<file path="src/rtl/key_reg_bank_if.sv">
// key_reg_bank_if
//   Bundles the key-delivery controls and key outputs of key_reg_bank.
//   master : key-delivery side (drives CLEAR/PRESET/EN/MODE/D/SI/LOCK,
//            observes Q/SO/LOADED/LOCKED)
//   slave  : the key register itself
//   Signals:
//     CLEAR  sync clear          PRESET sync preset       EN   load enable
//     MODE   0=parallel,1=serial D      parallel key data SI   serial key in
//     LOCK   freeze request      Q      key value         SO   serial out
//     LOADED full key present    LOCKED key frozen
interface key_reg_bank_if #(
   parameter int WIDTH = 8
);
   logic             CLEAR;
   logic             PRESET;
   logic             EN;
   logic             MODE;
   logic [WIDTH-1:0] D;
   logic             SI;
   logic             LOCK;
   logic [WIDTH-1:0] Q;
   logic             SO;
   logic             LOADED;
   logic             LOCKED;

   modport master (
      output CLEAR, PRESET, EN, MODE, D, SI, LOCK,
      input  Q, SO, LOADED, LOCKED
   );

   modport slave (
      input  CLEAR, PRESET, EN, MODE, D, SI, LOCK,
      output Q, SO, LOADED, LOCKED
   );
endinterface

</file>
<file path="src/rtl/key_reg_bank.sv">
// key_reg_bank
//   WIDTH-bit locking-key register placed between the key-delivery interface
//   and the key inputs of a locked netlist. The key is loaded either in one
//   cycle from D or shifted in bit by bit from SI. Once a full key is present
//   a LOCK request freezes it; only the asynchronous reset releases it.
//   Ports:
//     CLK  clock, rising edge
//     RST  asynchronous reset, active-low
//     bus  key_reg_bank_if.slave (controls in, Q/SO/LOADED/LOCKED out)
module key_reg_bank #(
   parameter int               WIDTH      = 8,
   parameter logic [WIDTH-1:0] RESET_VAL  = '0,
   parameter logic [WIDTH-1:0] PRESET_VAL = '1
) (
   input  logic          CLK,
   input  logic          RST,
   key_reg_bank_if.slave bus
);

   localparam int             CW       = $clog2(WIDTH + 1);
   localparam logic [CW-1:0]  CNT_FULL = CW'(WIDTH);

   typedef enum logic [1:0] {
      ST_EMPTY,
      ST_FILLING,
      ST_FULL,
      ST_LOCKED
   } state_t;

   state_t           state_reg, state_next;
   logic [WIDTH-1:0] q_reg, q_next;
   logic [CW-1:0]    cnt_reg, cnt_next;
   logic [WIDTH-1:0] shift_val;
   logic [CW-1:0]    cnt_inc;
   logic             loaded;

   // Serial path: new bit enters at the LSB, the MSB falls out on SO.
   generate
      if (WIDTH == 1) begin : g_shift_w1
         assign shift_val = bus.SI;
      end else begin : g_shift_wn
         assign shift_val = {q_reg[WIDTH-2:0], bus.SI};
      end
   endgenerate

   // Bit count saturates at WIDTH so shifting a full key keeps it full.
   assign cnt_inc = (cnt_reg == CNT_FULL) ? CNT_FULL : cnt_reg + CW'(1);

   assign loaded = (state_reg == ST_FULL) || (state_reg == ST_LOCKED);

   always_ff @(posedge CLK or negedge RST) begin
      if (!RST) begin
         state_reg <= ST_EMPTY;
         q_reg     <= RESET_VAL;
         cnt_reg   <= '0;
      end else begin
         state_reg <= state_next;
         q_reg     <= q_next;
         cnt_reg   <= cnt_next;
      end
   end

   always_comb begin
      state_next = state_reg;
      q_next     = q_reg;
      cnt_next   = cnt_reg;
      // A locked key is frozen: every control is ignored until reset.
      if (state_reg != ST_LOCKED) begin
         if (bus.CLEAR) begin
            q_next     = '0;
            cnt_next   = '0;
            state_next = ST_EMPTY;
         end else if (bus.PRESET) begin
            q_next     = PRESET_VAL;
            cnt_next   = CNT_FULL;
            state_next = ST_FULL;
         end else if (bus.LOCK && loaded) begin
            // Honoured lock swallows any load on the same edge.
            state_next = ST_LOCKED;
         end else if (bus.EN) begin
            if (!bus.MODE) begin
               q_next     = bus.D;
               cnt_next   = CNT_FULL;
               state_next = ST_FULL;
            end else begin
               q_next     = shift_val;
               cnt_next   = cnt_inc;
               state_next = (cnt_inc == CNT_FULL) ? ST_FULL : ST_FILLING;
            end
         end
      end
   end

   assign bus.Q      = q_reg;
   assign bus.SO     = q_reg[WIDTH-1];
   assign bus.LOADED = loaded;
   assign bus.LOCKED = (state_reg == ST_LOCKED);

   // An unknown MODE during a load would make the load path ambiguous.
   mode_known_a : assert property (@(posedge CLK) disable iff (!RST)
                                   bus.EN |-> !$isunknown(bus.MODE));

endmodule

</file>
<file path="src/flat_wrapper.sv">
// flat-port wrapper written by rule: the top's interface ports become plain ports
module key_reg_bank_flat 
#(
   parameter int               WIDTH      = 8,
   parameter logic [WIDTH-1:0] RESET_VAL  = '0,
   parameter logic [WIDTH-1:0] PRESET_VAL = '1
)
  (CLK, RST, bus_CLEAR, bus_PRESET, bus_EN, bus_MODE, bus_D, bus_SI, bus_LOCK, bus_Q, bus_SO, bus_LOADED, bus_LOCKED);
  key_reg_bank_if #(.WIDTH(WIDTH)) bus_i ();
  input  logic CLK;
  input  logic RST;
  input wire logic [$bits(bus_i.CLEAR)-1:0] bus_CLEAR;
  input wire logic [$bits(bus_i.PRESET)-1:0] bus_PRESET;
  input wire logic [$bits(bus_i.EN)-1:0] bus_EN;
  input wire logic [$bits(bus_i.MODE)-1:0] bus_MODE;
  input wire logic [$bits(bus_i.D)-1:0] bus_D;
  input wire logic [$bits(bus_i.SI)-1:0] bus_SI;
  input wire logic [$bits(bus_i.LOCK)-1:0] bus_LOCK;
  output wire logic [$bits(bus_i.Q)-1:0] bus_Q;
  output wire logic [$bits(bus_i.SO)-1:0] bus_SO;
  output wire logic [$bits(bus_i.LOADED)-1:0] bus_LOADED;
  output wire logic [$bits(bus_i.LOCKED)-1:0] bus_LOCKED;
  assign bus_i.CLEAR = bus_CLEAR;
  assign bus_i.PRESET = bus_PRESET;
  assign bus_i.EN = bus_EN;
  assign bus_i.MODE = bus_MODE;
  assign bus_i.D = bus_D;
  assign bus_i.SI = bus_SI;
  assign bus_i.LOCK = bus_LOCK;
  assign bus_Q = bus_i.Q;
  assign bus_SO = bus_i.SO;
  assign bus_LOADED = bus_i.LOADED;
  assign bus_LOCKED = bus_i.LOCKED;
  key_reg_bank #(.WIDTH(WIDTH), .RESET_VAL(RESET_VAL), .PRESET_VAL(PRESET_VAL)) u_core (.CLK(CLK), .RST(RST), .bus(bus_i));
endmodule
</file>
<file path="config.mk">
export PLATFORM = sky130hd
export DESIGN_NAME = key_reg_bank_flat
export DESIGN_NICKNAME = d
export VERILOG_FILES = /design/src/rtl/key_reg_bank_if.sv /design/src/rtl/key_reg_bank.sv /design/src/flat_wrapper.sv
export SDC_FILE = /design/constraint.sdc
export NUM_CORES = 1
export LEC_CHECK = 0
export BUFFER_PORTS_ARGS = -buffer_cell sky130_fd_sc_hd__buf_2
export CAP_MARGIN = 20
export CELL_PAD_IN_SITES_DETAIL_PLACEMENT = 0
export CELL_PAD_IN_SITES_GLOBAL_PLACEMENT = 1
export CORE_UTILIZATION = 31
export DETAILED_ROUTE_END_ITERATION = 16
export GPL_ROUTABILITY_DRIVEN = 0
export HOLD_SLACK_MARGIN = 0.03
export PLACE_DENSITY = 0.73
export SETUP_SLACK_MARGIN = 0.4
export SYNTH_ARGS = -nofsm -noshare
export SYNTH_HDL_FRONTEND = slang
export SYNTH_SLANG_ARGS = --single-unit
</file>
<file path="constraint.sdc">
create_clock -name CLK -period 1.5 [get_ports CLK]
set_input_delay 0.15 -clock CLK [delete_from_list [all_inputs] [get_ports CLK]]
set_output_delay 0.15 -clock CLK [all_outputs]
set_load 0.005 [all_outputs]
</file>
==> out/metrics.cfg <==
[synth]
async_flop_share_pct = 100
syn_area_per_cell_um2 = 9.29
syn_inst = 94
synth_edf_count = 0
synth-seq-cells = 14
synth_fp_nets = 112
synthesis.area_um2 = 873
ys_types = 29
yosysWarnings = 0
synth-seq-area-share_pct = 40.1
synth_flop_cell = dfrtp_1

[clock_tree]
clk_pin_slew_ns = 0.10
htreeDepth = 1
cts_buffer_depth = 2
clock-sinks = 14
cts_tree = built
cts_buffers = 3
cts_root_buf = clkbuf_4
clk_latency_ns = 0.29

[global_route]
grt_pass1_wl_mm = 3.22
grt_usage_pct = 15.6
grt_overflow = 0
antenna_found_initial = 0
grt_max_degree = 15
grt_pass1_vias = 676

[timing]
rsz0062_at_grt = yes
hold_slack_ns = 0.181
max_slew_margin_pct = 74.2
fin_skew_ns = 0.00929
tightestPinTransition_ns = 0.384
report.final.slew_viol_count = 0
hold_viol = 0
period_share_pct = 100
fin_ws_ns = -0.00475
fin_tns_setup_ns = -0.00475
min_period_ns = 1.50
report.final.setup_viol = 1
max_clock_freq_mhz = 665

[worst_setup_path]
ff2ff_path_depth = 6
rrSetupSlack_ns = -0.005
arrival_ns = 1.69
path_max_fanout = 4
crit_type = register to register
critPathRequiredTime_ns = 1.68
r2r_end = u_core.state_reg[1]
critPathLaunchType = register
r2r_start = u_core.cnt_reg[0]
setup.worst_path.end_class = register

[placement]
io_buffers = 26
place_inst = 147
hpwl_mm = 1.49

[cells_and_area]
largest_register_ffs = 8
drive_gt1_share_pct = 56.3
mostFrequentLayoutCell = buf_2
area_growth_pct = 48.3
insertedDiodeCount = 0
final_cell_mix = 26 x buf_2, 11 x dfrtp_1, 10 x a211oi_1, 8 x nand2_2
fin_nets = 147
instances_no_fill = 158

[floorplan]
initial_utilization_pct = 34.0
core_mm2 = 0.00257
ios = 27
fp.dieW_um = 55.1
die_h_um = 55.1
rows = 18
dieArea_mm2 = 0.00303

[routing]
drtPass1Iterations = 3
ant_nets = 0
drt_first_iter_violations = 7
vias_per_cell = 5.23
num_vias = 827
drc = 0
routed_wl_mm = 2.16
post_drt_wl_per_cell_um = 13.7

[hold_path]
hp-start = bus_EN
holdPathStages = 3
hold_path_end = u_core.state_reg[0]
hold_class = input port to register

[run]
cap_violations = 0

[pwr]
p_leak_nw = 0.584
p_per_area_mw_per_mm2 = 851
peakVddDrop_mv = 0.628

[status]
status = finished, violations left
violations = negative setup slack

worst max-delay path, stage by stage, from the launching register on:
cell	delay, ns
dfrtp_2	0.45
inv_2	0.08
ha_4	0.13
and3b_2	0.21
a21oi_4	0.04
o311a_1	0.30
o41ai_2	0.19
stage by stage:
stage / worst slack (ns) / util [%] / power [mW] / cell area (um2)
2_1_floorplan: 0.0805 / - / 0.633 / 911
4_1_cts: -0.0273 / 48.6 / 1.09 / 1250
3_3_place_gp: 0.0352 / 41.5 / 0.727 / 1070
3_5_place_dp: -0.0142 / 41.5 / 0.733 / 1070
5_1_grt: -0.0591 / 50.4 / 1.18 / 1290
6_report: -0.00475 / 50.4 / 1.10 / 1290
final cells by class:
type / count / area (um2)
fillers: 247 / 1270
clock buffers: 4 / 36.3
inverters: 5 / 18.8
repair buffers: 38 / 238
well taps: 30 / 37.5
flip-flops and latches: 14 / 354
multi-input cells: 67 / 611
timing repair:
action,CTS,global route
resized for setup,22,12
setup buffers,6,0
pin swaps,8,5
hold buffers,1,0
endpoints found under the setup margin,15,15
hold endpoints to repair,14,0
how the worst max path moves through the flow:
stage / startpoint / to / depth (start not counted)
after detailed placement: u_core.cnt_reg[1] / u_core.state_reg[0] / 6
after global placement: u_core.cnt_reg[0] / u_core.state_reg[0] / 6
after floorplan: u_core.cnt_reg[0] / u_core.state_reg[1] / 6
after CTS: u_core.cnt_reg[1] / u_core.state_reg[1] / 6
final: u_core.cnt_reg[0] / u_core.state_reg[1] / 6
after global routing: u_core.cnt_reg[0] / u_core.state_reg[1] / 6
Yosys cell counts (2+ instances only):
master | count | area share (%)
nor2_1 | 2 | 0.86
a211oi_1 | 10 | 8.6
buf_2 | 2 | 1.1
nand2_1 | 14 | 6.0
a21oi_1 | 2 | 1.1
ha_1 | 2 | 2.9
o31ai_1 | 9 | 7.7
o41ai_1 | 2 | 2.0
a21o_1 | 2 | 1.7
and2b_1 | 4 | 3.4
dfrtp_1 | 14 | 40
nor4_1 | 2 | 1.4
o21ai_0 | 3 | 1.7
nor2b_1 | 5 | 3.6
inv_1 | 5 | 2.1
clkbuf_1 | 3 | 1.3
logic make-up (layout without fill, tap and decap cells):
kind of cell / count (synthesis) / in the layout / synth area share (%)
AOI/OAI and AO/OA: 32 / 32 / 29.7
adders and majority gates: 2 / 2 / 2.86
and+or+nand+nor: 31 / 31 / 18.9
buffers and inverters: 13 / 47 / 6.45
DFF: 14 / 14 / 40.1
xor gates and xnor gates: 2 / 2 / 2.01
per-layer routing:
layer,track usage (%),vias up,wire length [um]
met5,0,-,0
met4,2.50,0,12
met3,4.92,2,87
met2,22.9,17,1010
met1,22.5,394,1050
li1,-,414,-
report_power, final:
group          internal [mW]  switching (mW)
registers              0.423          0.0498
logic                  0.175           0.172
clock network          0.148           0.134
total                  0.746           0.356
(Power assumes the default switching activity.)
